$ cat config.mk
export PLATFORM = sky130hd
export DESIGN_NAME = seg7_scan_driver
export DESIGN_NICKNAME = d
export VERILOG_FILES = /design/src/rtl/seg7_scan_driver.sv
export SDC_FILE = /design/constraint.sdc
export NUM_CORES = 1
export LEC_CHECK = 0
export CORE_MARGIN = 10
export CORE_UTILIZATION = 30
export CTS_CLUSTER_DIAMETER = 50
export DETAILED_ROUTE_END_ITERATION = 12
export GPL_TIMING_DRIVEN = 0
export PLACE_DENSITY_LB_ADDON = 0.25
export SYNTH_ARGS = -nofsm -noshare
export SYNTH_HDL_FRONTEND = slang
export SYNTH_SLANG_ARGS = --single-unit
$ cat constraint.sdc
create_clock -name clk -period 2.9 [get_ports clk]
set_input_delay 0.29 -clock clk [delete_from_list [all_inputs] [get_ports clk]]
set_output_delay 0.29 -clock clk [all_outputs]
set_load 0.05 [all_outputs]
$ cat src/rtl/seg7_scan_driver.sv
// seg7_scan_driver: multi-digit time-multiplexed 7-segment driver.
// Double-buffered BCD word, active-low anode scan, blanking and hex mode.
module seg7_scan_driver #(
  parameter int DIGITS   = 4,
  parameter int DIV      = 1000,
  parameter bit HEX      = 1'b0,
  parameter bit BLANK_LZ = 1'b1
) (
  input  logic                  clk,
  input  logic                  rst_n,
  input  logic                  load,
  input  logic [4*DIGITS-1:0]   bcd,
  input  logic [DIGITS-1:0]     dp_in,
  input  logic                  blank,
  output logic [6:0]            seg,
  output logic                  dp,
  output logic [DIGITS-1:0]     an,
  output logic                  pending,
  output logic                  frame
);

  localparam int CW = (DIV > 1) ? $clog2(DIV) : 1;
  localparam int IW = (DIGITS > 1) ? $clog2(DIGITS) : 1;
  localparam logic [CW-1:0] CNT_LAST = CW'(DIV - 1);
  localparam logic [IW-1:0] IDX_LAST = IW'(DIGITS - 1);

  logic [CW-1:0]         cnt_q, cnt_d;
  logic [IW-1:0]         idx_q, idx_d;
  logic [4*DIGITS-1:0]   disp_q, disp_d;
  logic [DIGITS-1:0]     dpb_q, dpb_d;
  logic [4*DIGITS-1:0]   pbcd_q, pbcd_d;
  logic [DIGITS-1:0]     pdp_q, pdp_d;
  logic                  pend_q, pend_d;
  logic [6:0]            seg_q, seg_d;
  logic                  dp_q, dp_d;
  logic [DIGITS-1:0]     an_q, an_d;
  logic                  frame_q, frame_d;

  logic                  wrap;
  logic                  nz;
  logic                  lz;
  logic                  dot;
  logic [3:0]            cur;

  function automatic logic [6:0] dec(input logic [3:0] c);
    logic [6:0] s;
    unique case (c)
      4'h0: s = 7'b0000001;
      4'h1: s = 7'b1001111;
      4'h2: s = 7'b0010010;
      4'h3: s = 7'b0000110;
      4'h4: s = 7'b1001100;
      4'h5: s = 7'b0100100;
      4'h6: s = 7'b0100000;
      4'h7: s = 7'b0001111;
      4'h8: s = 7'b0000000;
      4'h9: s = 7'b0000100;
      4'hA: s = HEX ? 7'b0001000 : 7'b1111111;
      4'hB: s = HEX ? 7'b1100000 : 7'b1111111;
      4'hC: s = HEX ? 7'b0110001 : 7'b1111111;
      4'hD: s = HEX ? 7'b1000010 : 7'b1111111;
      4'hE: s = HEX ? 7'b0110000 : 7'b1111111;
      4'hF: s = HEX ? 7'b0111000 : 7'b1111111;
    endcase
    return s;
  endfunction

  // Scan counters, frame buffering and next registered display outputs.
  always_comb begin
    wrap    = (cnt_q == CNT_LAST) && (idx_q == IDX_LAST);
    cnt_d   = (cnt_q == CNT_LAST) ? '0 : cnt_q + CW'(1);
    idx_d   = idx_q;
    if (cnt_q == CNT_LAST)
      idx_d = (idx_q == IDX_LAST) ? '0 : idx_q + IW'(1);

    disp_d  = disp_q;
    dpb_d   = dpb_q;
    pbcd_d  = pbcd_q;
    pdp_d   = pdp_q;
    pend_d  = pend_q;
    if (wrap) begin
      // A load coinciding with the wrap bypasses the pending buffer.
      if (load) begin
        disp_d = bcd;
        dpb_d  = dp_in;
      end else if (pend_q) begin
        disp_d = pbcd_q;
        dpb_d  = pdp_q;
      end
      pend_d = 1'b0;
    end else if (load) begin
      pbcd_d = bcd;
      pdp_d  = dp_in;
      pend_d = 1'b1;
    end

    // Walk from the top digit so nz tracks "any nonzero at or above i".
    nz  = 1'b0;
    lz  = 1'b0;
    dot = 1'b0;
    cur = 4'd0;
    for (int i = DIGITS - 1; i >= 0; i--) begin
      nz = nz | (disp_q[4*i +: 4] != 4'd0);
      if (idx_q == IW'(i)) begin
        cur = disp_q[4*i +: 4];
        dot = dpb_q[i];
        lz  = BLANK_LZ && (i > 0) && !nz;
      end
    end

    seg_d   = (blank || lz) ? 7'b1111111 : dec(cur);
    dp_d    = blank ? 1'b1 : ~dot;
    an_d    = blank ? '1 : ~(DIGITS'(1) << idx_q);
    frame_d = wrap;
  end

  // State and output registers with synchronous active-low reset.
  always_ff @(posedge clk) begin
    if (!rst_n) begin
      cnt_q   <= '0;
      idx_q   <= '0;
      disp_q  <= '0;
      dpb_q   <= '0;
      pbcd_q  <= '0;
      pdp_q   <= '0;
      pend_q  <= 1'b0;
      seg_q   <= 7'b1111111;
      dp_q    <= 1'b1;
      an_q    <= '1;
      frame_q <= 1'b0;
    end else begin
      cnt_q   <= cnt_d;
      idx_q   <= idx_d;
      disp_q  <= disp_d;
      dpb_q   <= dpb_d;
      pbcd_q  <= pbcd_d;
      pdp_q   <= pdp_d;
      pend_q  <= pend_d;
      seg_q   <= seg_d;
      dp_q    <= dp_d;
      an_q    <= an_d;
      frame_q <= frame_d;
    end
  end

  assign seg     = seg_q;
  assign dp      = dp_q;
  assign an      = an_q;
  assign pending = pend_q;
  assign frame   = frame_q;

endmodule
; Word level (Yosys, flattened, before mapping)
; Memory sizes are Yosys's and may differ from the RTL's. A register that Yosys moved wholly into a read port is not among the register bits.
; Index checks and enable logic that the tools add are counted.
[word_totals]
ff_bits = 59
mem_bits_ro = 112
in_bits = 24
n_memories = 1
[mem_list]
columns = name, depth, word_bits, read_ports, rd_ports_with_merged_regs, write_ports, line
row1 = (no name shown), 16, 7, 1, 1, 0, 47  ; unique case (c)
[classes]
add_sub_neg = 2
n_eq_ne = 4
n_shift = 1
muxes = 17
bitwise_logic = 6
reduce_logical = 16
[op_table]
columns = operator, n
row1 = $mux W16, 2
row2 = $mux W4, 6
row3 = $reduce_bool A4 Y1, 3
row4 = $add A10 B1 Y10 const B, 1
row5 = $eq A10 B10 Y1 const B, 1
row6 = $mux W1, 8
row7 = $reduce_or A2 Y1, 4
row8 = $eq A2 B2 Y1 const B, 2
row9 = $not A4 Y4, 1
row10 = $reduce_and A2 Y1, 2
row11 = $shl A1 B2 Y4 const A, 1
row12 = $logic_not A1 Y1, 3
row13 = $not A1 Y1, 3
row14 = $add A2 B1 Y2 const B, 1
row15 = $eq A2 B1 Y1 const B, 1
row16 = $logic_not A2 Y1, 1
row17 = $mux W2, 1
row18 = $or A1 B1 Y1, 2
row19 = $reduce_bool A2 Y1, 1
row20 = $logic_and A1 B1 Y1, 1
row21 = $logic_or A1 B1 Y1, 1

; Longest topological paths before layout
[depth]
ltp_word = 8
mapped_depth = 12
mapped_depth_nobuf = 10

; Least setup slack after synthesis
; Ideal clock, no wire load.
[synth_path]
path_type = flip-flop to flip-flop
start = register idx_q[0]
end = register seg_q[6], in the netlist seg[6]
setup_time_ps = 127
arrival_ps = 2005
required_time_ps = 2773
path_slack_ps = 768
stages_incl_launch_ff = 11
period_less_slack_ps = 2132
path_cell_list = dfxtp_1 > inv_1 > ha_1 > buf_4 > buf_4 > a221oi_2 > inv_1 > ha_1 > mux2_2 > nor2_1 > o21ai_0
[synth_between]
elab_chain_len = 7
word_cells_on_any_way = 14
cone_classes = eq/ne (3) / mux (8) / reduce/logical (3)
[synth_lines]
columns = item, line
row1 = from (decl), 28  ; logic [IW-1:0] idx_q, idx_d;
row2 = from (signal assigned), 133  ; idx_q <= idx_d;
row3 = $eq A2 B2 Y1, 104  ; if (idx_q == IW'(i)) begin
row4 = $mux W1 (4 in series), 104
row5 = $logic_or A1 B1 Y1, 111  ; seg_d = (blank || lz) ? 7'b1111111 : dec(cur);
row6 = $reduce_or A2 Y1 (no line), -
row7 = to (decl), 34  ; logic [6:0] seg_q, seg_d;
; Several ways; a longest one is shown, not always the timed one.
; A chain may end at the register's enable or synchronous reset.

; Final worst setup path
; Same ends and word-level chain as after synthesis.

==> impl_metrics.ini <==
[synthesis]
syn_nets = 360
synth_warnings = 0
synthXorXnorAreaFrac_pct = 2.42
ys_ff_latch = 66
synthAdderAreaFrac_pct = 4.31
yosysSeqAreaShare_pct = 45.6
syn_area_mm2 = 0.00290
synth_top_family_by_area = simple AND/OR/NAND/NOR gates
yosys.area_share.simple_pct = 19.5
synth_compound_area_share_pct = 15.1
synthCells = 326
synthMuxAreaShare_pct = 8.67
ys_types = 36
avgSynthCellArea_um2 = 8.90

[clock_network]
holdBufCountCts = 0
numCtsBuffers = 9
clk_latency_ns = 0.34
h-tree-depth = 3
post_cts_buffers = 0
max-clock-path-buffers = 2
cts_tree = yes
clk_pin_slew_ns = 0.07
clock-root-buffer = clkbuf_8
cts_sinks = 66
cts_resized = 0

[setup_path]
cp-end-kind = flip-flop
crit_arrival_ns = 2.59
path_class = flip-flop to flip-flop
cp_max_fo = 10
cp.required_ns = 3.11
start_kind = flip-flop

[drt]
first_pass_iters = 4
vias = 2325
drcViolationCount = 0
drtAntennaViolNets = 0
drt_first_iter_violations = 67
vias_per_cell = 4.59
drt_wl_total_um = 6410
wl_per_cell_um = 12.7

[grt]
grt_usage_pct = 9.68
grt_pass1_wl_um = 11300
grt_antenna_before_repair = 0
grt_max_degree = 11
grt_pass1_vias = 2412
grt_remaining_overflow = 0

[timing]
max_freq_ghz = 0.420
relSlewSlack_pct = 49.8
timing.final.crit_share_pct = 82.0
setup_viol = 0
rsz0062_at_grt = false
fin_setup_tns_ns = 0
hold_viol = 0
fin_skew_ns = 0.0103
fin_crit_ns = 2.38
drv_slew = 0
worst_pin_slew_ns = 0.752

[worst_hold_path]
hold_class = primary input to flip-flop

[floorplanning]
io_pins = 38
die_h_um = 118
core_mm2 = 0.00933
die_x_um = 118
rows = 35
dieArea_mm2 = 0.0140
start_util_pct = 31.1

[placement]
place_inst = 491
port_buffers = 36
dp_hpwl_um = 4960
gp_congestion = 0.797

[final_layout]
nNetsFinal = 407
drive_above_1_share_pct = 7.69
n_antenna_cell = 0
syn_to_final_growth_pct = 24.4
fin_cells = 506

[power]
worst_ir_drop_vdd_mv = 0.338
powerDensity_mw_per_mm2 = 508
power.total_w = 0.00183
total_leakage_power_nw = 1.37

[outcome]
outcome = finished, final reports clean

[flow_run]
maxCapViolations = 0
## worst max-delay path: stages (launching register included)
cell and delay (ns):
dfxtp_1 0.40, inv_1 0.08, ha_1 0.21, buf_2 0.18, nand3b_1 0.18, a221oi_2 0.41, inv_1 0.17, ha_1 0.22
mux2_2 0.25, nor2_1 0.07, o21ai_0 0.07
## where the power goes
group	internal (W)	total, W	switching, W
Combinational	0.0000674	0.000154	0.0000863
Sequential	0.000931	0.000943	0.0000118
Clock	0.000414	0.000737	0.000324
## layer usage
metal / up-vias / GRT usage, % / routed length [um]
li1: 1221 / - / -
met1: 1054 / 11.6 / 3000
met2: 44 / 16.0 / 3010
met3: 6 / 3.43 / 294
met4: 0 / 2.55 / 100
met5: - / 0 / 0
## layout make-up
cell class | count | area [um2]
tap | 129 | 161
timing repair buffer | 36 | 360
inverter | 10 | 37.5
multi-input combinational | 230 | 1450
clock buffer | 12 | 145
fill | 964 | 5720
clock inverter | 3 | 40.0
sequential | 66 | 1320
buffer | 20 | 93.8
## cell usage in the layout (no fill, tap or decap), types with 7 or more instances in the layout
cell type / Yosys / layout
clkbuf_1: 8 / 10
mux2i_1: 24 / 24
inv_1: 9 / 9
a211oi_1: 25 / 25
nor2_1: 40 / 40
a21oi_1: 25 / 25
ha_1: 10 / 10
clkdlybuf4s50_1: 0 / 36
clkbuf_8: 0 / 10
dfxtp_1: 66 / 66
nand2_1: 52 / 52
o21ai_0: 7 / 7
## synthesized netlist by cell type (all sizes together)
cell / instances / share of area (%)
mux2: 1 / 0.39
nor2: 40 / 5.2
inv: 10 / 1.3
and3: 6 / 1.3
o21ba: 1 / 0.35
mux2i: 24 / 8.3
nor3b: 6 / 1.6
and4bb: 1 / 0.43
nand3b: 5 / 1.4
or3: 1 / 0.22
nor2b: 2 / 0.43
a221o: 1 / 0.35
a221oi: 2 / 1.4
nand3: 4 / 0.69
dfxtp: 66 / 46
o21ai: 7 / 1.2
buf: 12 / 2.2
ha: 10 / 4.3
nand2: 52 / 6.7
and2: 1 / 0.22
xor2: 4 / 1.2
o31a: 1 / 0.30
clkbuf: 8 / 1.0
xnor2: 4 / 1.2
a21oi: 25 / 4.3
or4: 3 / 0.78
and4: 1 / 0.30
nand4: 1 / 0.22
o22ai: 1 / 0.22
a211oi: 26 / 6.9
## stage by stage
step / instance area, um2 / hold slack, ns / utilization [%] / setup WS, ns
after global placement: 3420 / 0.441 / 36.7 / 0.502
after CTS: 3610 / 0.305 / 38.7 / 0.491
after detailed placement: 3420 / 0.446 / 36.7 / 0.496
after floorplan: 2900 / 0.426 / - / 0.768
final: 3610 / 0.315 / 38.7 / 0.521
after global routing: 3610 / 0.344 / 38.7 / 0.298
## worst paths after layout
kind,cells past startpoint,start,end,slack [ns]
setup / recovery,10,idx_q[0]$_SDFFE_PN0N_,seg[6]$_SDFF_PP1_,0.52
hold / removal,3,load,pending$_SDFFE_PP0P_,0.31
setup reg to reg,10,idx_q[0]$_SDFFE_PN0N_,seg[6]$_SDFF_PP1_,0.52
hold reg to reg,2,pdp_q[1]$_SDFFE_PN0P_,pdp_q[1]$_SDFFE_PN0P_,0.45
## logic make-up (layout without fill, tap and decap cells)
family | after synthesis | after routing
AND/OR/NAND/NOR | 123 | 123
flip-flops | 66 | 66
AO/OA/AOI/OAI | 64 | 64
buffers and inverters | 30 | 81
multiplexers | 25 | 25
adder cells (fa/ha/maj) | 10 | 10
XOR/XNOR | 8 | 8
## state kept, by name, indices dropped and copies added, names as in the netlist
| signal | cells |
|---|---|
| pdp_q | 4 |
| idx_q | 2 |
| pending | 1 |
| pbcd_q | 16 |
| frame | 1 |
| seg | 7 |
| disp_q | 16 |
| an | 4 |
| cnt_q | 10 |
| dpb_q | 4 |
| dp | 1 |
(Power assumes the default switching activity.)
==> variant (same settings) <==
Register the inputs `load`, `bcd`, `dp_in` and `blank` before use, cleared by the reset. The logic sees them one clock later.
--- a/src/rtl/seg7_scan_driver.sv
+++ b/src/rtl/seg7_scan_driver.sv
@@ -23,6 +23,25 @@
   localparam int IW = (DIGITS > 1) ? $clog2(DIGITS) : 1;
   localparam logic [CW-1:0] CNT_LAST = CW'(DIV - 1);
   localparam logic [IW-1:0] IDX_LAST = IW'(DIGITS - 1);
+
+  logic load_q;
+  logic [4*DIGITS-1:0] bcd_q;
+  logic [DIGITS-1:0] dp_r;
+  logic blank_q;
+
+  always_ff @(posedge clk) begin
+    if (!rst_n) begin
+      load_q  <= '0;
+      bcd_q   <= '0;
+      dp_r    <= '0;
+      blank_q <= '0;
+    end else begin
+      load_q  <= load;
+      bcd_q   <= bcd;
+      dp_r    <= dp_in;
+      blank_q <= blank;
+    end
+  end
 
   logic [CW-1:0]         cnt_q, cnt_d;
   logic [IW-1:0]         idx_q, idx_d;
@@ -80,17 +99,17 @@
     pend_d  = pend_q;
     if (wrap) begin
       // A load coinciding with the wrap bypasses the pending buffer.
-      if (load) begin
-        disp_d = bcd;
-        dpb_d  = dp_in;
+      if (load_q) begin
+        disp_d = bcd_q;
+        dpb_d  = dp_r;
       end else if (pend_q) begin
         disp_d = pbcd_q;
         dpb_d  = pdp_q;
       end
       pend_d = 1'b0;
-    end else if (load) begin
-      pbcd_d = bcd;
-      pdp_d  = dp_in;
+    end else if (load_q) begin
+      pbcd_d = bcd_q;
+      pdp_d  = dp_r;
       pend_d = 1'b1;
     end
 
@@ -108,9 +127,9 @@
       end
     end
 
-    seg_d   = (blank || lz) ? 7'b1111111 : dec(cur);
-    dp_d    = blank ? 1'b1 : ~dot;
-    an_d    = blank ? '1 : ~(DIGITS'(1) << idx_q);
+    seg_d   = (blank_q || lz) ? 7'b1111111 : dec(cur);
+    dp_d    = blank_q ? 1'b1 : ~dot;
+    an_d    = blank_q ? '1 : ~(DIGITS'(1) << idx_q);
     frame_d = wrap;
   end
 
Behaviour: not the same (Yosys sat finds a counterexample within 4 cycles, from zero or initial values and one cycle with rst_n low).
==> variant against the original RTL <==
- worst setup slack worse by 240 ps
- worst hold slack better by 140 ps
- clock power grew 61%
- power rose by 42%
- area after synthesis is 20% higher
- sequential power up 34%
- via count is 11% higher
- non-clock buffer count up 4
- wire length rose by 12%
- sequential cell count up 22
- final area increased by 20%
==> variant: results (changes against the original RTL) <==
- The number of global-route vias before repair is 2545 (+5.5%).
- The static leakage power is 1.59 nW (+16%).
- The placement-stage cell area is 4030 um^2 (+18%).
- The number of distinct library cell variants in the gate-level netlist after synthesis came to 39 (+8.3%).
- The filler-free cell count of the finished design was 571 (+13%).
- The worst hold path belongs to the class flop to flop.
- The slew at the pin closest to its max-slew limit was 740 ps (-12.4 ps).
- By count the netlist is led by dfxtp_1 (88), nand2_1 (52), nor2_1 (37), a21oi_1 (31).
- In the post-synthesis netlist, the biggest area contributors are dfxtp_1 (51%), mux2i_1 (6.3%), nand2_1 (5.6%).
- The met3 wire length is 287 um (-2.4%).
- The number of instances in the placed design is 555 (+13%).
- The met1 wire length was 3530 um (+18%).
- The initial DRC count came to 85 (+27%).
- The arrival time of data at the critical path endpoint was 2830 ps (+240 ps).
- The number of buffers inserted during clock tree synthesis is 9 (unchanged).
- The synthesized netlist net count is 409 (+14%).
- The flow ran to the end, and the final reports show no timing, DRC or antenna violations.
- The synthesized area divided by synthesized cell count is 9.28 um^2 (+4.3%).
- The worst slack at placement is 298 ps (-197 ps).
- The root buffer cell chosen for the clock tree is clkbuf_16.
- The worst voltage drop across the vdd grid is 0.277 mV (-18%).
- The net count reported at finish is 457 (+12%).
- In the final layout, the registers with the most flip-flops are bcd_q (16), disp_q (16), pbcd_q (16).
- The worst clock skew is 6.29 ps (-4.03 ps).
- The post-detailed-route via-to-cell ratio is 4.51 (-1.9%).
- The pin count of the biggest net entering global routing came to 18 (+7).
- The peak per-stage delay on the critical path is 500 ps (+90 ps).
- The per-cell routed wire length is 12.6 um (-0.67%).
- The global-route wire length before repair is 12100 um (+6.9%).
- The placer's final routability congestion estimate was 0.740 (-7.1%).
- The fraction of the yosys area taken by sequential cells is 50.6% (+5.1 points).
- The routed wire length on met2 is 3230 um (+7.0%).
- The quantity of I/O buffers inserted on ports is 37 (+2.8%).
[variant: cell count changes after synthesis, sizes merged, moves of 3 or more]
cell,change
a21oi,+6
and2,+22
clkbuf,+3
dfxtp,+22
nand2b,+3
nor2,-3
nor3,+3
[variant: routing by layer]
layer	GRT usage [%]	vias to the layer above
li1	-	1371
met4	4.17	0
met3	2.19	13
met5	0	-
met1	11.3	1149
met2	14.1	41
[variant: worst paths after layout]
check	endpoint	depth (start not counted)	from	slack (ps)
worst min register to register	pbcd_q[14]	2	bcd_q[14]	450
worst max-delay path	seg[6]	10	idx_q[0]	280
worst max register to register	seg[6]	10	idx_q[0]	280
worst min-delay path	pbcd_q[14]	2	bcd_q[14]	450
[variant: power breakdown]
part	internal (mW)	leakage [nW]	switching, mW
clock network	0.686	0.149	0.501
logic	0.0722	0.719	0.0866
registers	1.24	0.720	0.0168
total	2.00	1.59	0.605
[variant: logic make-up after synthesis]
family	synth area share (%)
AOI/OAI and AO/OA	12.9
xor gates and xnor gates	2.01
adders and majority gates	3.60
buffers and inverters	4.10
DFF	50.6
muxes	6.33
and+or+nand+nor	20.4
[variant: critical path: cells and delay by family, from the launching register on]
family                     cells  cell delay (ps)
AOI/OAI and AO/OA              3              770
adders and majority gates      2              450
and+or+nand+nor                2              450
buffers and inverters          3              420
DFF                            1              400
[variant: final cells by class]
cell class                 instances  area (um^2)
buffer                            23          109
sequential                        88         1760
fill                            1200         7030
clock inverter                     7         83.8
clock buffer                       9          225
tap                              143          179
inverter                           9         33.8
multi-input combinational        255         1580
timing repair buffer              37          370
